## src/rtl/mem_arbiter.sv

```systemverilog
// Arbiter for the single RAM port shared by the icache and dcache.
// The dcache has priority; a streak counter bounds icache starvation and dlock keeps block transfers atomic.
module mem_arbiter #(
    parameter int ADDR_W     = 32,
    parameter int DATA_W     = 32,
    parameter int MAX_STREAK = 4
) (
    input  logic              CLK,
    input  logic              nRST,
    input  logic              iREN,
    input  logic [ADDR_W-1:0] iaddr,
    output logic              iwait,
    output logic [DATA_W-1:0] iload,
    input  logic              dREN,
    input  logic              dWEN,
    input  logic [ADDR_W-1:0] daddr,
    input  logic [DATA_W-1:0] dstore,
    input  logic              dlock,
    output logic              dwait,
    output logic [DATA_W-1:0] dload,
    output logic              ramREN,
    output logic              ramWEN,
    output logic [ADDR_W-1:0] ramaddr,
    output logic [DATA_W-1:0] ramstore,
    input  logic [DATA_W-1:0] ramload,
    input  logic [1:0]        ramstate
);
    localparam int SW = $clog2(MAX_STREAK + 1);
    localparam logic [SW-1:0] STREAK_MAX = SW'(MAX_STREAK);
    localparam logic [1:0] RS_ACCESS = 2'd2;

    typedef enum logic [1:0] {IDLE, DGRANT, IGRANT} state_t;

    state_t        state_q, state_d;
    logic [SW-1:0] streak_q, streak_d;
    logic          dreq;
    logic          access;

    assign dreq   = dREN | dWEN;
    assign access = (ramstate == RS_ACCESS);

    always_comb begin
        state_d  = state_q;
        streak_d = streak_q;
        case (state_q)
            IDLE: begin
                // Forced icache grant once the dcache has won MAX_STREAK times in a row.
                if (dreq && iREN && streak_q == STREAK_MAX) begin
                    state_d  = IGRANT;
                    streak_d = '0;
                end else if (dreq) begin
                    state_d = DGRANT;
                    if (!iREN)
                        streak_d = '0;
                    else if (streak_q != STREAK_MAX)
                        streak_d = streak_q + 1'b1;
                end else if (iREN) begin
                    state_d  = IGRANT;
                    streak_d = '0;
                end
            end
            DGRANT: begin
                // Under dlock the bus is kept, whether a word just finished or the cache is idle between words.
                if (!dreq || access)
                    state_d = dlock ? DGRANT : IDLE;
            end
            IGRANT: begin
                if (!iREN || access)
                    state_d = IDLE;
            end
            default: state_d = IDLE;
        endcase
    end

    always_ff @(posedge CLK) begin
        if (!nRST) begin
            state_q  <= IDLE;
            streak_q <= '0;
        end else begin
            state_q  <= state_d;
            streak_q <= streak_d;
        end
    end

    always_comb begin
        ramREN   = 1'b0;
        ramWEN   = 1'b0;
        ramaddr  = '0;
        ramstore = '0;
        iwait    = 1'b1;
        iload    = '0;
        dwait    = 1'b1;
        dload    = '0;
        if (nRST) begin
            case (state_q)
                DGRANT: begin
                    ramWEN   = dWEN;
                    ramREN   = dREN & ~dWEN;
                    ramaddr  = daddr;
                    ramstore = dstore;
                    dwait    = ~access;
                    dload    = access ? ramload : '0;
                end
                IGRANT: begin
                    ramREN  = iREN;
                    ramaddr = iaddr;
                    iwait   = ~access;
                    iload   = access ? ramload : '0;
                end
                default: ;
            endcase
        end
    end
endmodule

```

## config.mk

```make
export PLATFORM = sky130hd
export DESIGN_NAME = mem_arbiter
export DESIGN_NICKNAME = d
export VERILOG_FILES = /design/src/rtl/mem_arbiter.sv
export SDC_FILE = /design/constraint.sdc
export NUM_CORES = 1
export LEC_CHECK = 0
export ABC_AREA = 0
export ABC_CLOCK_PERIOD_IN_PS = 1400
export CELL_PAD_IN_SITES_DETAIL_PLACEMENT = 1
export CELL_PAD_IN_SITES_GLOBAL_PLACEMENT = 2
export CORE_ASPECT_RATIO = 0.5
export CORE_MARGIN = 10
export CORE_UTILIZATION = 10
export DETAILED_ROUTE_END_ITERATION = 8
export PLACE_DENSITY_LB_ADDON = 0.1
export SLEW_MARGIN = 40
export SYNTH_ARGS = -nofsm -noshare
export SYNTH_HDL_FRONTEND = slang
export SYNTH_SLANG_ARGS = --single-unit
```

## constraint.sdc

```tcl
create_clock -name CLK -period 1.4 [get_ports CLK]
set_input_delay 0.14 -clock CLK [delete_from_list [all_inputs] [get_ports CLK]]
set_output_delay 0.14 -clock CLK [all_outputs]
set_load 0.02 [all_outputs]
```

==> impl_results.md <==
- Fillers: 1614
- Setup CP Type: reg -> out
- Number of enable-type register cells in the synthesized netlist: 0
- Layout Nets: 660
- Biggest cell delay along the critical path: 0.37 ns
- Fin crit share: 1.189
- Deepest level of the CTS H-tree: 1
- Number of global-route vias before repair: 2894
- Maximum fanout along the worst path: 8
- Worst path top cell family by delay: buffers and inverters
- First-pass GRT wire length: 18.77 mm
- Starting density of the core: 0.1021
- Layout cell share with drive strength beyond 1: 0.5965
- Static leakage: 2.362 nW
- Summed instance area of the synthesized netlist: approximately 1500 sq um
- Max-Cap Viols: 0
- Sum of overflow across all layers after global routing: 0
- Count of antenna-violating nets left after detailed routing: 0
- Status: finished, violations left
- Placed wire-length estimate: ~11 mm
- Antenna diode count: 0
- Count of boundary I/O pins: 268
- Register bit total from synthesis: 5
- Clk buf depth: 2
- Antenna violations before repair: 0
- Syn Inst Count: around 240
- Required time at the endpoint of the critical path: 1.26 ns
- Cells along the critical path: inv_4, ha_4, and3_4, buf_12, buf_16, and2_4, buf_6
- Full die area: between 20000 and 25000 sq um
- Worst slack at placement: -0.7413 ns
- CTS tree: yes
- CTS Sinks: 5
- Area used by sequential logic in the layout: 107.6 sq um
- Count of cell types in the netlist: 28
- Number of rows created at floorplan: 31
- Share of Yosys cell area claimed by the top area cell type: 0.2719
- Slew headroom: 0.8169
- Number of I/O port buffers: 267
- # hold bufs at CTS: 0
- Synthesis Warnings: 0
- Length of the first detailed-routing pass in iterations: 4
- Reg2Reg Setup Slack: -0.16 ns
- Sum of buffers and inverters on the critical path: 4
- Violated checks: setup timing
- Overall routed net length: 13.78 mm
- Clock root buffer: sky130_fd_sc_hd__clkbuf_16
- Primary flip-flop cell chosen by synthesis mapping: sky130_fd_sc_hd__dfxtp_1
- Vertical die dimension: 105.8 um
- Overall via count from detail_route: around 2800
- Peak supply drop: between 200 and 300 uV
- Area delta synth->final: 270.2%
- Biggest area consumer among synthesized cells: sky130_fd_sc_hd__and2_1
- Max Freq: around 600 MHz
- Number of buffers added by the clock tree synthesis step: 3
- Avg Vias per Cell: 3.975
- Final setup violation count: 134
- DR iter-0 viols: 46
- Count of unresolved DRC violations after routing: 0
- Area contributors post-synth: sky130_fd_sc_hd__and2_1 27%, sky130_fd_sc_hd__a22oi_1 17%, sky130_fd_sc_hd__and3_1 15%
- Placeable Area: 14430 sq um
- Hold Vio Cnt, Final: 0
- Slowest CP cell: sky130_fd_sc_hd__dfxtp_4
- Fraction of registers with async set/reset: 0
- Cell Pwr Density: a little over 400 nW/um^2
- Kind of start point of the critical path: flip-flop
- Critical path arrival: between 1.5 and 2 ns
- GPL Wtd Cong: 0.7007
- Multi-input gate area in the final layout: 1683 sq um
- Minimum clock period: 1.665 ns
- Global-route total usage across every layer: 0.1158
- Worst Hold Margin: 0.5461 ns
- RSZ-0062 raised after global routing: yes
- Min-delay worst type: reg -> reg
- Worst-path clk slew: 0.03 ns
- Mean cell area of the mapped netlist: 6.267 sq um
- Register area share after synthesis: 0.06797
- Nets in the synthesized netlist: 376
- Pins Over Slew Limit: 0
- Wire per inst: 19.25 um
- Setup WS post-layout: -0.2651 ns
- CP endpoint kind: primary output
- Worst Max-Slew Pin Slew: ~0.27 ns
- Largest net degree at the start of global routing: 34
- Final setup skew: 0.001082 ns
- Insertion delay to the later sink of the worst-skew pair: roughly 0.23 ns
- Die outline width: 191.6 um
## cells in the mapped netlist, drive strengths merged (2+ instances only)
library cell  number
a21oi              4
a22oi             33
a32oi              2
and2              64
and3              35
buf               14
clkbuf            11
dfxtp              5
ha                 5
inv                7
nand2              5
nor2              35
o21ai              4
## power by group
part / switching, W / internal, W / leakage [nW]
clock: 0.0000927 / 0.000377 / 0.0382
sequential: 0.0000130 / 0.000154 / 0.0422
combinational: 0.000672 / 0.000890 / 2.28
## stage by stage
| step | TNS, ns | utilization | total power (W) | instance area [sq um] | instances |
|---|---|---|---|---|---|
| 6_report | -26.50 | 0.3778 | 0.002199 | 5451 | 716 |
| 5_1_grt | -33.86 | 0.3778 | 0.002331 | 5451 | 716 |
| 4_1_cts | -25.41 | 0.3462 | 0.002088 | 4995 | 707 |
| 3_5_place_dp | -83.84 | 0.3179 | 0.001438 | 4587 | 697 |
| 3_3_place_gp | -82.87 | 0.3179 | 0.001436 | 4587 | 697 |
| 2_1_floorplan | -0.4812 | - | 0.0006592 | 1559 | 235 |
## layout by cell type (no fill, tap or decap), types with 4 or more instances in the layout
cell type / count
sky130_fd_sc_hd__a22oi_2: 32
sky130_fd_sc_hd__and2_1: 9
sky130_fd_sc_hd__and2_4: 55
sky130_fd_sc_hd__and3_1: 33
sky130_fd_sc_hd__buf_12: 9
sky130_fd_sc_hd__buf_4: 48
sky130_fd_sc_hd__buf_6: 101
sky130_fd_sc_hd__clkbuf_16: 10
sky130_fd_sc_hd__clkdlybuf4s50_1: 134
sky130_fd_sc_hd__nand2_1: 4
sky130_fd_sc_hd__nor2_1: 4
sky130_fd_sc_hd__nor2_2: 31
## flip-flops by register name (all words and copies together), names as in the netlist
signal / count
state_q: 2
streak_q: 3
## per-layer routing
metal / up-vias / GRT usage / wire (um)
met5: - / 0 / 0
met4: 0 / 0.01996 / 106
met2: 124 / 0.2219 / 7221
li1: 1376 / - / -
met1: 1339 / 0.1219 / 5286
met3: 7 / 0.03816 / 1165
## worst register-to-register path, delay by kind of cell (launching register included)
kind | cells | cell delay [ns]
compound gates | 3 | 0.26
simple gates | 1 | 0.32
buf+inv | 3 | 0.37
flops | 1 | 0.37
fa+ha+maj | 1 | 0.17
## layout make-up
class / count / share of cell area
repair buffers: 304 / 0.6055
multi-input cells: 198 / 0.3087
well taps: 198 / 0.04544
flip-flops and latches: 5 / 0.01974
clock buffers: 4 / 0.01446
inverters: 7 / 0.006197
## repair_timing
action | CTS | global route
cloned | 3 | 8
endpoints found under the setup margin | 135 | 135
pin swaps | 12 | 49
resized for setup | 795 | 87
buffers inserted | 3 | 1
## path summary, 6_finish.rpt
path / startpoint / to / cells past startpoint
min: state_q[1] / state_q[1] / 2
min reg2reg: state_q[1] / state_q[1] / 2
max: state_q[1] / dload[10] / 7
max reg2reg: state_q[1] / state_q[0] / 8
## logic make-up after synthesis
kind of cell             after synthesis  share of synthesized area
AND/OR/NAND/NOR                      148                     0.5727
adder cells (fa/ha/maj)                5                    0.04248
AO/OA/AOI/OAI                         44                     0.2141
multiplexers                           1                   0.006797
flip-flops                             5                    0.06797
buffers and inverters                 32                    0.09601
No activity file was read; power rests on OpenSTA's default activity.
